[src/rtl/sd_cmd_sequencer_if.sv]
// sd_cmd_sequencer_if
// Bundles every non-clock, non-reset signal of the SD command sequencer.
//   Request side  : req_valid/req_ready handshake with req_index, req_arg, req_resp, abort
//   Transmitter   : send_en, send_cmd_content out; sd_cmd_sending back
//   Receiver      : receive_en, R2_response, R3_response out;
//                   sd_receive_started, sd_receive_finished, crc_response_err, response back
//   Completion    : done_valid, done_status, resp_data, busy
// The slave modport is the sequencer's view; master is the surrounding system's view.
interface sd_cmd_sequencer_if;
  logic         req_valid;
  logic         req_ready;
  logic [5:0]   req_index;
  logic [31:0]  req_arg;
  logic [1:0]   req_resp;
  logic         abort;
  logic         send_en;
  logic [37:0]  send_cmd_content;
  logic         sd_cmd_sending;
  logic         receive_en;
  logic         R2_response;
  logic         R3_response;
  logic         sd_receive_started;
  logic         sd_receive_finished;
  logic         crc_response_err;
  logic [126:0] response;
  logic         done_valid;
  logic [1:0]   done_status;
  logic [126:0] resp_data;
  logic         busy;

  modport slave (
    input  req_valid, req_index, req_arg, req_resp, abort,
    input  sd_cmd_sending, sd_receive_started, sd_receive_finished,
    input  crc_response_err, response,
    output req_ready, send_en, send_cmd_content, receive_en,
    output R2_response, R3_response, done_valid, done_status, resp_data, busy
  );

  modport master (
    output req_valid, req_index, req_arg, req_resp, abort,
    output sd_cmd_sending, sd_receive_started, sd_receive_finished,
    output crc_response_err, response,
    input  req_ready, send_en, send_cmd_content, receive_en,
    input  R2_response, R3_response, done_valid, done_status, resp_data, busy
  );
endinterface

[src/rtl/sd_cmd_sequencer.sv]
// sd_cmd_sequencer
// Sequences one SD command: accepts a request, pulses the command transmitter,
// waits for the transmitter to finish, optionally waits for and receives the
// response, retries on response timeout or CRC error, and reports completion.
// Ports:
//   ex_clk    : sole clock, rising edge
//   ex_resetn : asynchronous active-low reset
//   bus       : sd_cmd_sequencer_if.slave (request, transmitter, receiver, completion)
module sd_cmd_sequencer #(
  parameter int RESP_TIMEOUT = 64,
  parameter int MAX_RETRY    = 2
) (
  input  logic               ex_clk,
  input  logic               ex_resetn,
  sd_cmd_sequencer_if.slave  bus
);

  localparam int         CNT_W     = $clog2(RESP_TIMEOUT + 1);
  localparam logic [CNT_W-1:0] CNT_LAST = CNT_W'(RESP_TIMEOUT - 1);
  localparam logic [1:0] MAX_R     = 2'(MAX_RETRY);

  typedef enum logic [2:0] {IDLE, ISSUE, TX_WAIT, TX, RESP_WAIT, RX, DONE} state_t;

  state_t             state_q, state_d;
  logic [5:0]         index_q, index_d;
  logic [31:0]        arg_q, arg_d;
  logic [1:0]         resp_q, resp_d;
  logic [1:0]         retry_q, retry_d;
  logic [CNT_W-1:0]   cnt_q, cnt_d;
  logic [1:0]         status_q, status_d;
  logic [126:0]       resp_data_q, resp_data_d;
  logic               rx_end;
  logic               attempt_fail;
  logic [1:0]         fail_code;

  always_comb begin
    state_d      = state_q;
    index_d      = index_q;
    arg_d        = arg_q;
    resp_d       = resp_q;
    retry_d      = retry_q;
    cnt_d        = '0;
    status_d     = status_q;
    resp_data_d  = resp_data_q;
    rx_end       = 1'b0;
    attempt_fail = 1'b0;
    fail_code    = 2'd0;

    case (state_q)
      IDLE: begin
        if (bus.req_valid) begin
          index_d = bus.req_index;
          arg_d   = bus.req_arg;
          resp_d  = bus.req_resp;
          retry_d = 2'd0;
          state_d = ISSUE;
        end
      end
      ISSUE:   state_d = TX_WAIT;
      TX_WAIT: if (bus.sd_cmd_sending) state_d = TX;
      TX: begin
        if (!bus.sd_cmd_sending) begin
          if (resp_q == 2'd0) begin
            state_d  = DONE;
            status_d = 2'd0;
          end else begin
            state_d = RESP_WAIT;
          end
        end
      end
      RESP_WAIT: begin
        cnt_d = cnt_q + CNT_W'(1);
        // A response that starts and finishes in the same cycle skips RX.
        if (bus.sd_receive_started && bus.sd_receive_finished) begin
          rx_end = 1'b1;
        end else if (bus.sd_receive_started) begin
          state_d = RX;
        end else if (cnt_q == CNT_LAST) begin
          attempt_fail = 1'b1;
          fail_code    = 2'd1;
        end
      end
      RX:      if (bus.sd_receive_finished) rx_end = 1'b1;
      DONE:    state_d = IDLE;
      default: state_d = IDLE;
    endcase

    if (rx_end) begin
      resp_data_d = bus.response;
      // R3 carries no valid CRC, so its CRC flag is ignored.
      if (bus.crc_response_err && (resp_q != 2'd3)) begin
        attempt_fail = 1'b1;
        fail_code    = 2'd2;
      end else begin
        state_d  = DONE;
        status_d = 2'd0;
      end
    end

    if (attempt_fail) begin
      if (retry_q < MAX_R) begin
        retry_d = retry_q + 2'd1;
        state_d = ISSUE;
      end else begin
        state_d  = DONE;
        status_d = fail_code;
      end
    end

    // Abort wins over everything in an active state; the transaction result is discarded.
    if (bus.abort && (state_q != IDLE) && (state_q != DONE)) begin
      state_d     = DONE;
      status_d    = 2'd3;
      resp_data_d = resp_data_q;
      retry_d     = retry_q;
    end
  end

  always_ff @(posedge ex_clk or negedge ex_resetn) begin
    if (!ex_resetn) begin
      state_q     <= IDLE;
      index_q     <= '0;
      arg_q       <= '0;
      resp_q      <= '0;
      retry_q     <= '0;
      cnt_q       <= '0;
      status_q    <= '0;
      resp_data_q <= '0;
    end else begin
      state_q     <= state_d;
      index_q     <= index_d;
      arg_q       <= arg_d;
      resp_q      <= resp_d;
      retry_q     <= retry_d;
      cnt_q       <= cnt_d;
      status_q    <= status_d;
      resp_data_q <= resp_data_d;
    end
  end

  assign bus.req_ready        = (state_q == IDLE);
  assign bus.busy             = (state_q != IDLE);
  assign bus.send_en          = (state_q == ISSUE);
  assign bus.send_cmd_content = {index_q, arg_q};
  assign bus.receive_en       = (state_q == RESP_WAIT) || (state_q == RX);
  assign bus.R2_response      = bus.receive_en && (resp_q == 2'd2);
  assign bus.R3_response      = bus.receive_en && (resp_q == 2'd3);
  assign bus.done_valid       = (state_q == DONE);
  assign bus.done_status      = status_q;
  assign bus.resp_data        = resp_data_q;

endmodule

[src/flat_wrapper.sv]
// flat-port wrapper written by rule: the top's interface ports become plain ports
module sd_cmd_sequencer_flat 
#(
  parameter int RESP_TIMEOUT = 64,
  parameter int MAX_RETRY    = 2
)
  (ex_clk, ex_resetn, bus_req_valid, bus_req_index, bus_req_arg, bus_req_resp, bus_abort, bus_sd_cmd_sending, bus_sd_receive_started, bus_sd_receive_finished, bus_crc_response_err, bus_response, bus_req_ready, bus_send_en, bus_send_cmd_content, bus_receive_en, bus_R2_response, bus_R3_response, bus_done_valid, bus_done_status, bus_resp_data, bus_busy);
  sd_cmd_sequencer_if bus_i ();
  input  logic ex_clk;
  input  logic ex_resetn;
  input wire logic [$bits(bus_i.req_valid)-1:0] bus_req_valid;
  input wire logic [$bits(bus_i.req_index)-1:0] bus_req_index;
  input wire logic [$bits(bus_i.req_arg)-1:0] bus_req_arg;
  input wire logic [$bits(bus_i.req_resp)-1:0] bus_req_resp;
  input wire logic [$bits(bus_i.abort)-1:0] bus_abort;
  input wire logic [$bits(bus_i.sd_cmd_sending)-1:0] bus_sd_cmd_sending;
  input wire logic [$bits(bus_i.sd_receive_started)-1:0] bus_sd_receive_started;
  input wire logic [$bits(bus_i.sd_receive_finished)-1:0] bus_sd_receive_finished;
  input wire logic [$bits(bus_i.crc_response_err)-1:0] bus_crc_response_err;
  input wire logic [$bits(bus_i.response)-1:0] bus_response;
  output wire logic [$bits(bus_i.req_ready)-1:0] bus_req_ready;
  output wire logic [$bits(bus_i.send_en)-1:0] bus_send_en;
  output wire logic [$bits(bus_i.send_cmd_content)-1:0] bus_send_cmd_content;
  output wire logic [$bits(bus_i.receive_en)-1:0] bus_receive_en;
  output wire logic [$bits(bus_i.R2_response)-1:0] bus_R2_response;
  output wire logic [$bits(bus_i.R3_response)-1:0] bus_R3_response;
  output wire logic [$bits(bus_i.done_valid)-1:0] bus_done_valid;
  output wire logic [$bits(bus_i.done_status)-1:0] bus_done_status;
  output wire logic [$bits(bus_i.resp_data)-1:0] bus_resp_data;
  output wire logic [$bits(bus_i.busy)-1:0] bus_busy;
  assign bus_i.req_valid = bus_req_valid;
  assign bus_i.req_index = bus_req_index;
  assign bus_i.req_arg = bus_req_arg;
  assign bus_i.req_resp = bus_req_resp;
  assign bus_i.abort = bus_abort;
  assign bus_i.sd_cmd_sending = bus_sd_cmd_sending;
  assign bus_i.sd_receive_started = bus_sd_receive_started;
  assign bus_i.sd_receive_finished = bus_sd_receive_finished;
  assign bus_i.crc_response_err = bus_crc_response_err;
  assign bus_i.response = bus_response;
  assign bus_req_ready = bus_i.req_ready;
  assign bus_send_en = bus_i.send_en;
  assign bus_send_cmd_content = bus_i.send_cmd_content;
  assign bus_receive_en = bus_i.receive_en;
  assign bus_R2_response = bus_i.R2_response;
  assign bus_R3_response = bus_i.R3_response;
  assign bus_done_valid = bus_i.done_valid;
  assign bus_done_status = bus_i.done_status;
  assign bus_resp_data = bus_i.resp_data;
  assign bus_busy = bus_i.busy;
  sd_cmd_sequencer #(.RESP_TIMEOUT(RESP_TIMEOUT), .MAX_RETRY(MAX_RETRY)) u_core (.ex_clk(ex_clk), .ex_resetn(ex_resetn), .bus(bus_i));
endmodule
[config.mk]
export PLATFORM = sky130hd
export DESIGN_NAME = sd_cmd_sequencer_flat
export DESIGN_NICKNAME = d
export VERILOG_FILES = /design/src/rtl/sd_cmd_sequencer_if.sv /design/src/rtl/sd_cmd_sequencer.sv /design/src/flat_wrapper.sv
export SDC_FILE = /design/constraint.sdc
export NUM_CORES = 1
export LEC_CHECK = 0
export ABC_AREA = 1
export CORE_ASPECT_RATIO = 1.2
export CORE_MARGIN = 1.5
export CORE_UTILIZATION = 35
export CTS_BUF_LIST = sky130_fd_sc_hd__clkbuf_4
export DETAILED_ROUTE_END_ITERATION = 7
export PLACE_DENSITY = 0.7
export SLEW_MARGIN = 20
export SYNTH_ARGS = -nofsm -noshare
export SYNTH_HDL_FRONTEND = slang
export SYNTH_SLANG_ARGS = --single-unit
export TNS_END_PERCENT = 1
[constraint.sdc]
create_clock -name ex_clk -period 3.05 [get_ports ex_clk]
set_input_delay 0.915 -clock ex_clk [delete_from_list [all_inputs] [get_ports ex_clk]]
set_output_delay 0.915 -clock ex_clk [all_outputs]
set_load 0.01 [all_outputs]
# Word level (Yosys, flattened, before mapping)
# Index checks and enable logic that the tools add are counted.
dict set report word_totals {
  regBits 181
  out_inout_bits 174
  elab_cells 75
  input_bits 175
}
dict set report classes {
  n_eq_ne 11
  reduce_logical 12
  magnitude_cmp 1
  bitwise 1
  mux 40
  addsub 2
}
# operator count
set op_table {}
lappend op_table {{$mux W2} 18}
lappend op_table {{$mux W3} 10}
lappend op_table {{$pmux W3 S6} 1}
lappend op_table {{$eq A3 B3 Y1 const B} 3}
lappend op_table {{$mux W1} 9}
lappend op_table {{$add A7 B1 Y7 const B} 1}
lappend op_table {{$eq A7 B6 Y1 const B} 1}
lappend op_table {{$mux W7} 1}
lappend op_table {{$eq A3 B2 Y1 const B} 2}
lappend op_table {{$logic_and A1 B1 Y1} 6}
lappend op_table {{$eq A2 B2 Y1 const B} 2}
lappend op_table {{$reduce_and A2 Y1} 2}
lappend op_table {{$eq A3 B1 Y1 const B} 1}
lappend op_table {{$logic_not A3 Y1} 1}
lappend op_table {{$ne A3 B3 Y1 const B} 1}
lappend op_table {{$reduce_bool A3 Y1} 1}
lappend op_table {{$add A2 B1 Y2 const B} 1}
lappend op_table {{$logic_not A2 Y1} 1}
lappend op_table {{$lt A2 B2 Y1 const B} 1}
lappend op_table {{$ne A2 B2 Y1 const B} 1}
lappend op_table {{$pmux W1 S2} 1}
lappend op_table {{$logic_or A1 B1 Y1} 1}
lappend op_table {{$not A1 Y1} 1}

# Longest topological paths before layout
dict set report logic_depth {
  word_depth 10
  ltp_mapped 10
  mapped_depth_nobuf 10
}

# Least setup slack after synthesis
# Ideal clock, no wire load.
dict set report synth_timing {
  kind {register to output}
  start {reg u_core.state_q[2]}
  end {out bus_R2_response}
  path_buffers 0
  required_time_ns 2.135
  stages_incl_launch_ff 5
  setup_slack_ns 1.136
  t_arrival_ns 0.999
  cell_sequence {dfrtp_1 inv_2 nor2_4 inv_1 nor3_1}
}
dict set report synth_via {
  elab_chain_cells 3
  elab_cells_between_ends 4
  classes_between {2 x eq/ne; 2 x reduce/logical}
}
# element line
set synth_rtl {}
lappend synth_rtl {{from (decl)} sd_cmd_sequencer.sv:24} ;# state_t state_q, state_d;
lappend synth_rtl {{from (signal assigned)} sd_cmd_sequencer.sv:130} ;# state_q <= state_d;
lappend synth_rtl {{$eq A3 B3 Y1} sd_cmd_sequencer.sv:145} ;# assign bus.receive_en = (state_q == RESP_WAIT) || (state_q == RX);
lappend synth_rtl {{$logic_or A1 B1 Y1 (*)} sd_cmd_sequencer.sv:145}
lappend synth_rtl {{net bus_receive_en} flat_wrapper.sv:24} ;# output wire logic [$bits(bus_i.receive_en)-1:0] bus_receive_en;
lappend synth_rtl {{$logic_and A1 B1 Y1 (*)} sd_cmd_sequencer.sv:146} ;# assign bus.R2_response = bus.receive_en && (resp_q == 2'd2);
lappend synth_rtl {{to (decl)} flat_wrapper.sv:25} ;# output wire logic [$bits(bus_i.R2_response)-1:0] bus_R2_response;
# The timed path passes the listed nets; every way through them passes the cells marked *.

# Worst setup path in the final report
dict set report layout_timing {
  start {reg u_core.state_q[0]}
  end {out bus_done_valid}
}
dict set report layout_via {
  elab_chain_cells 1
}
# element line
set layout_rtl {}
lappend layout_rtl {{$eq A3 B3 Y1} sd_cmd_sequencer.sv:148} ;# assign bus.done_valid = (state_q == DONE);
lappend layout_rtl {{to (decl)} flat_wrapper.sv:27} ;# output wire logic [$bits(bus_i.done_valid)-1:0] bus_done_valid;
# No other way between the ends.

==> key figures <==
Pwr
  – Switching pwr: 3.77 mW
  – Logic pwr share: 0.476
  – Net Sw Frac: 0.359
  – Sequential Power Share: 0.384
  – Clk pwr share: 0.139
  – IR Drop Worst-Case VDD: 0.400 mV
  – P_leak: 5.38 nW
  – Internal power: 6.75 mW
  – Total Power: 10.5 mW
  – Power density over the cells: 919 nW/um2

Placement
  – Pre-CTS WS: 494 ps
  – PortBufs: 348
  – Placed insts: 1,335
  – DP HPWL: 16.3 mm
  – Placer congestion estimate: 0.808

Setup path
  – Critical Path Sink Type: primary output
  – Worst Setup Path Type: reg2out
  – WP data required: 2130 ps
  – Startpoint types: register
  – CP Max Fanout: 4
  – Arrival time worst endpoint: 1980 ps

Global route
  – Initial antenna violation count: 1
  – Gr usage total: 0.206
  – Pin count of the biggest net entering global routing: 79
  – Vias in the first global route: 6,398
  – Total grt overflow: 0
  – First-pass GRT wire length: 35.1 mm

Timing
  – Worst slew margin: 0.593
  – RSZ-0062 raised after global routing: no
  – Skew final: 26.6 ps
  – Count of final max-slew check failures: 0
  – Final hold violations: 0
  – Setup-failing EPs final: 0
  – Setup_tns: 0 ps
  – Crit path time final: 2890 ps
  – Transition time at the pin with the least slew margin: 610 ps
  – Period utilization: 0.949
  – Achievable clock frequency: 0.346 GHz
  – PnR worst setup slack: 156 ps

Synthesis
  – Avg Cell Area, Syn: 9.75 um2
  – Mux cell area share after synthesis: 0.0582
  – Post-synth net total: 931
  – Cell Area, Synth: 7360 um2
  – Post-synthesis sequential area ratio: 0.616
  – Largest area contributor in the netlist: dfrtp_1
  – Yosys top cell area share: 0.616
  – Largest family of logic cells by synthesized area: simple AND/OR/NAND/NOR gates
  – Synth Area in XOR/XNOR: 0.00238
  – Largest cells by area after synthesis: dfrtp_1, nand2_1, nand3_1, mux2_1, mux2_2
  – Post-synthesis cell type count: 29
  – Adder-cell share of the synthesized area: 0.00170
  – Synth Area in Compound Gates: 0.00714
  – #FFs+latches synth: 181
  – Cell count after synthesis: 755
  – Simple-Gate Fraction of Synth Area: 0.269
  – Synthesis Warnings: 0

Job
  – Max cap viols: 0

Finish
  – Nets@finish: 1,270
  – Final std cells w/o fill: 1,372
  – Most frequent cells in the layout: clkdlybuf4s50_1, nand2_1, dfrtp_1
  – Ratio of cells with drive above 1 in the final layout: 0.0714
  – Commonest non-fill, non-tap cell in the layout: clkdlybuf4s50_1
  – Final core utilization: 0.560
  – P&R area growth vs syn: 55.6%

Die
  – Initial Utilization: 0.359
  – Die W: 135 um
  – Die Area: 21,900 um2
  – Rows: 57
  – IO Count: 349
  – Placeable Area: 20,500 um2
  – Die H: 162 um

Detailed routing
  – Final WL: 22.6 mm
  – Drt drc: 0
  – Initial drt markers: 320
  – DRT antenna net count: 0
  – Drt pass-1 iters: 6
  – Routed wire length per instance: 16.5 um
  – Via Count: 6,446
  – Vias/cell: 4.70

Clocking
  – H-tree depth: 4
  – CTS tree: done
  – # hold bufs at CTS: 0
  – Root Driver: clkbuf_4
  – Clk_lat worst skew: 560 ps
  – CTS Sinks: 181
  – CTS Buf Count: 17
  – Worst-path clk slew: 160 ps
  – Longest Clk Path Bufs: 2

Run status
  – Status: completed

Min path
  – Hold/Removal Path Class: in2async
==> routing by layer <==
metal | vias to the layer above | routed length [um] | track usage | part of all wire
met2 | 205 | 11500 | 0.352 | 0.51
met5 | - | 0 | 0 | 0
met4 | 0 | 474 | 0.0665 | 0.021
li1 | 3124 | - | - | -
met1 | 3090 | 9430 | 0.260 | 0.42
met3 | 27 | 1170 | 0.0446 | 0.052
==> synthesized netlist by cell type, drive strengths merged <==
| cell | instances |
|---|---|
| clkbuf | 11 |
| mux2 | 38 |
| nand3b | 1 |
| dfrtp | 181 |
| xor2 | 1 |
| nand4 | 1 |
| nor2 | 20 |
| xnor2 | 1 |
| nand2 | 286 |
| nor3 | 9 |
| buf | 34 |
| o21bai | 1 |
| o21ai | 4 |
| nor3b | 1 |
| nor4 | 2 |
| ha | 1 |
| nand3 | 139 |
| a21oi | 5 |
| inv | 19 |
==> state kept, by name, summed over array words and instances (netlist names) <==
name / flops
u_core.state_q: 3
u_core.retry_q: 2
u_core.index_q: 6
u_core.bus.done_status: 2
u_core.arg_q: 32
u_core.resp_q: 2
u_core.cnt_q: 7
u_core.bus.resp_data: 127
==> worst max-delay path, cell delays in order (launching register included) <==
cell	delay [ps]
dfrtp_2	470
buf_4	150
nor3_4	200
clkdlybuf4s50_1	600
==> final timing paths <==
| check | slack [ps] | to | start | cells past startpoint |
|---|---|---|---|---|
| setup reg to reg | 1200 | u_core.bus.done_status[0]$_DFF_PN0_ | u_core.state_q[1]$_DFF_PN0_ | 10 |
| min in group ex_clk | 470 | u_core.cnt_q[0]$_DFF_PN0_ | u_core.cnt_q[0]$_DFF_PN0_ | 1 |
| hold / removal | 300 | u_core.arg_q[11]$_DFFE_PN0P_ | ex_resetn | 1 |
| setup / recovery | 160 | bus_done_valid | u_core.state_q[0]$_DFF_PN0_ | 3 |
| max in group asynchronous | 2050 | u_core.state_q[0]$_DFF_PN0_ | ex_resetn | 2 |
| hold reg to reg | 470 | u_core.cnt_q[0]$_DFF_PN0_ | u_core.cnt_q[0]$_DFF_PN0_ | 1 |
==> metrics by stage <==
step | hold slack [ps] | area (um2)
after floorplan | 433 | 7360
after global placement | 444 | 11100
after detailed placement | 454 | 11100
after CTS | 269 | 11400
after global routing | 269 | 11500
final | 301 | 11500
==> final cells by class <==
cell class	instances	area (um2)
Fill cell	1885	9020
Sequential cell	181	4530
Timing Repair Buffer	365	3710
Multi-Input combinational cell	510	2500
Tap cell	265	332
Clock inverter	13	170
Clock buffer	18	135
Inverter	19	71.3
Antenna cell	1	2.50
==> power by group through the flow <==
stage                     Sequential, mW  Clock (mW)  Combinational, mW
after floorplan                     4.56           0               1.60
final                               4.04        1.46               5.01
after detailed placement            4.10           0               5.02
after global placement              4.06           0               4.94
after global routing                4.17        1.61               5.43
after CTS                           4.05        1.52               5.04
==> kinds of logic after synthesis <==
kind of cell	after synthesis
AO/OA/AOI/OAI	10
buffers and inverters	64
XOR/XNOR	2
multiplexers	38
flip-flops	181
AND/OR/NAND/NOR	459
adder cells (fa/ha/maj)	1
==> timing repair <==
item	in CTS	in global routing
resized for setup	4	2
gates cloned	0	0
setup endpoints to repair	3	2
setup buffers	1	4
No activity file was read; power rests on OpenSTA's default activity.
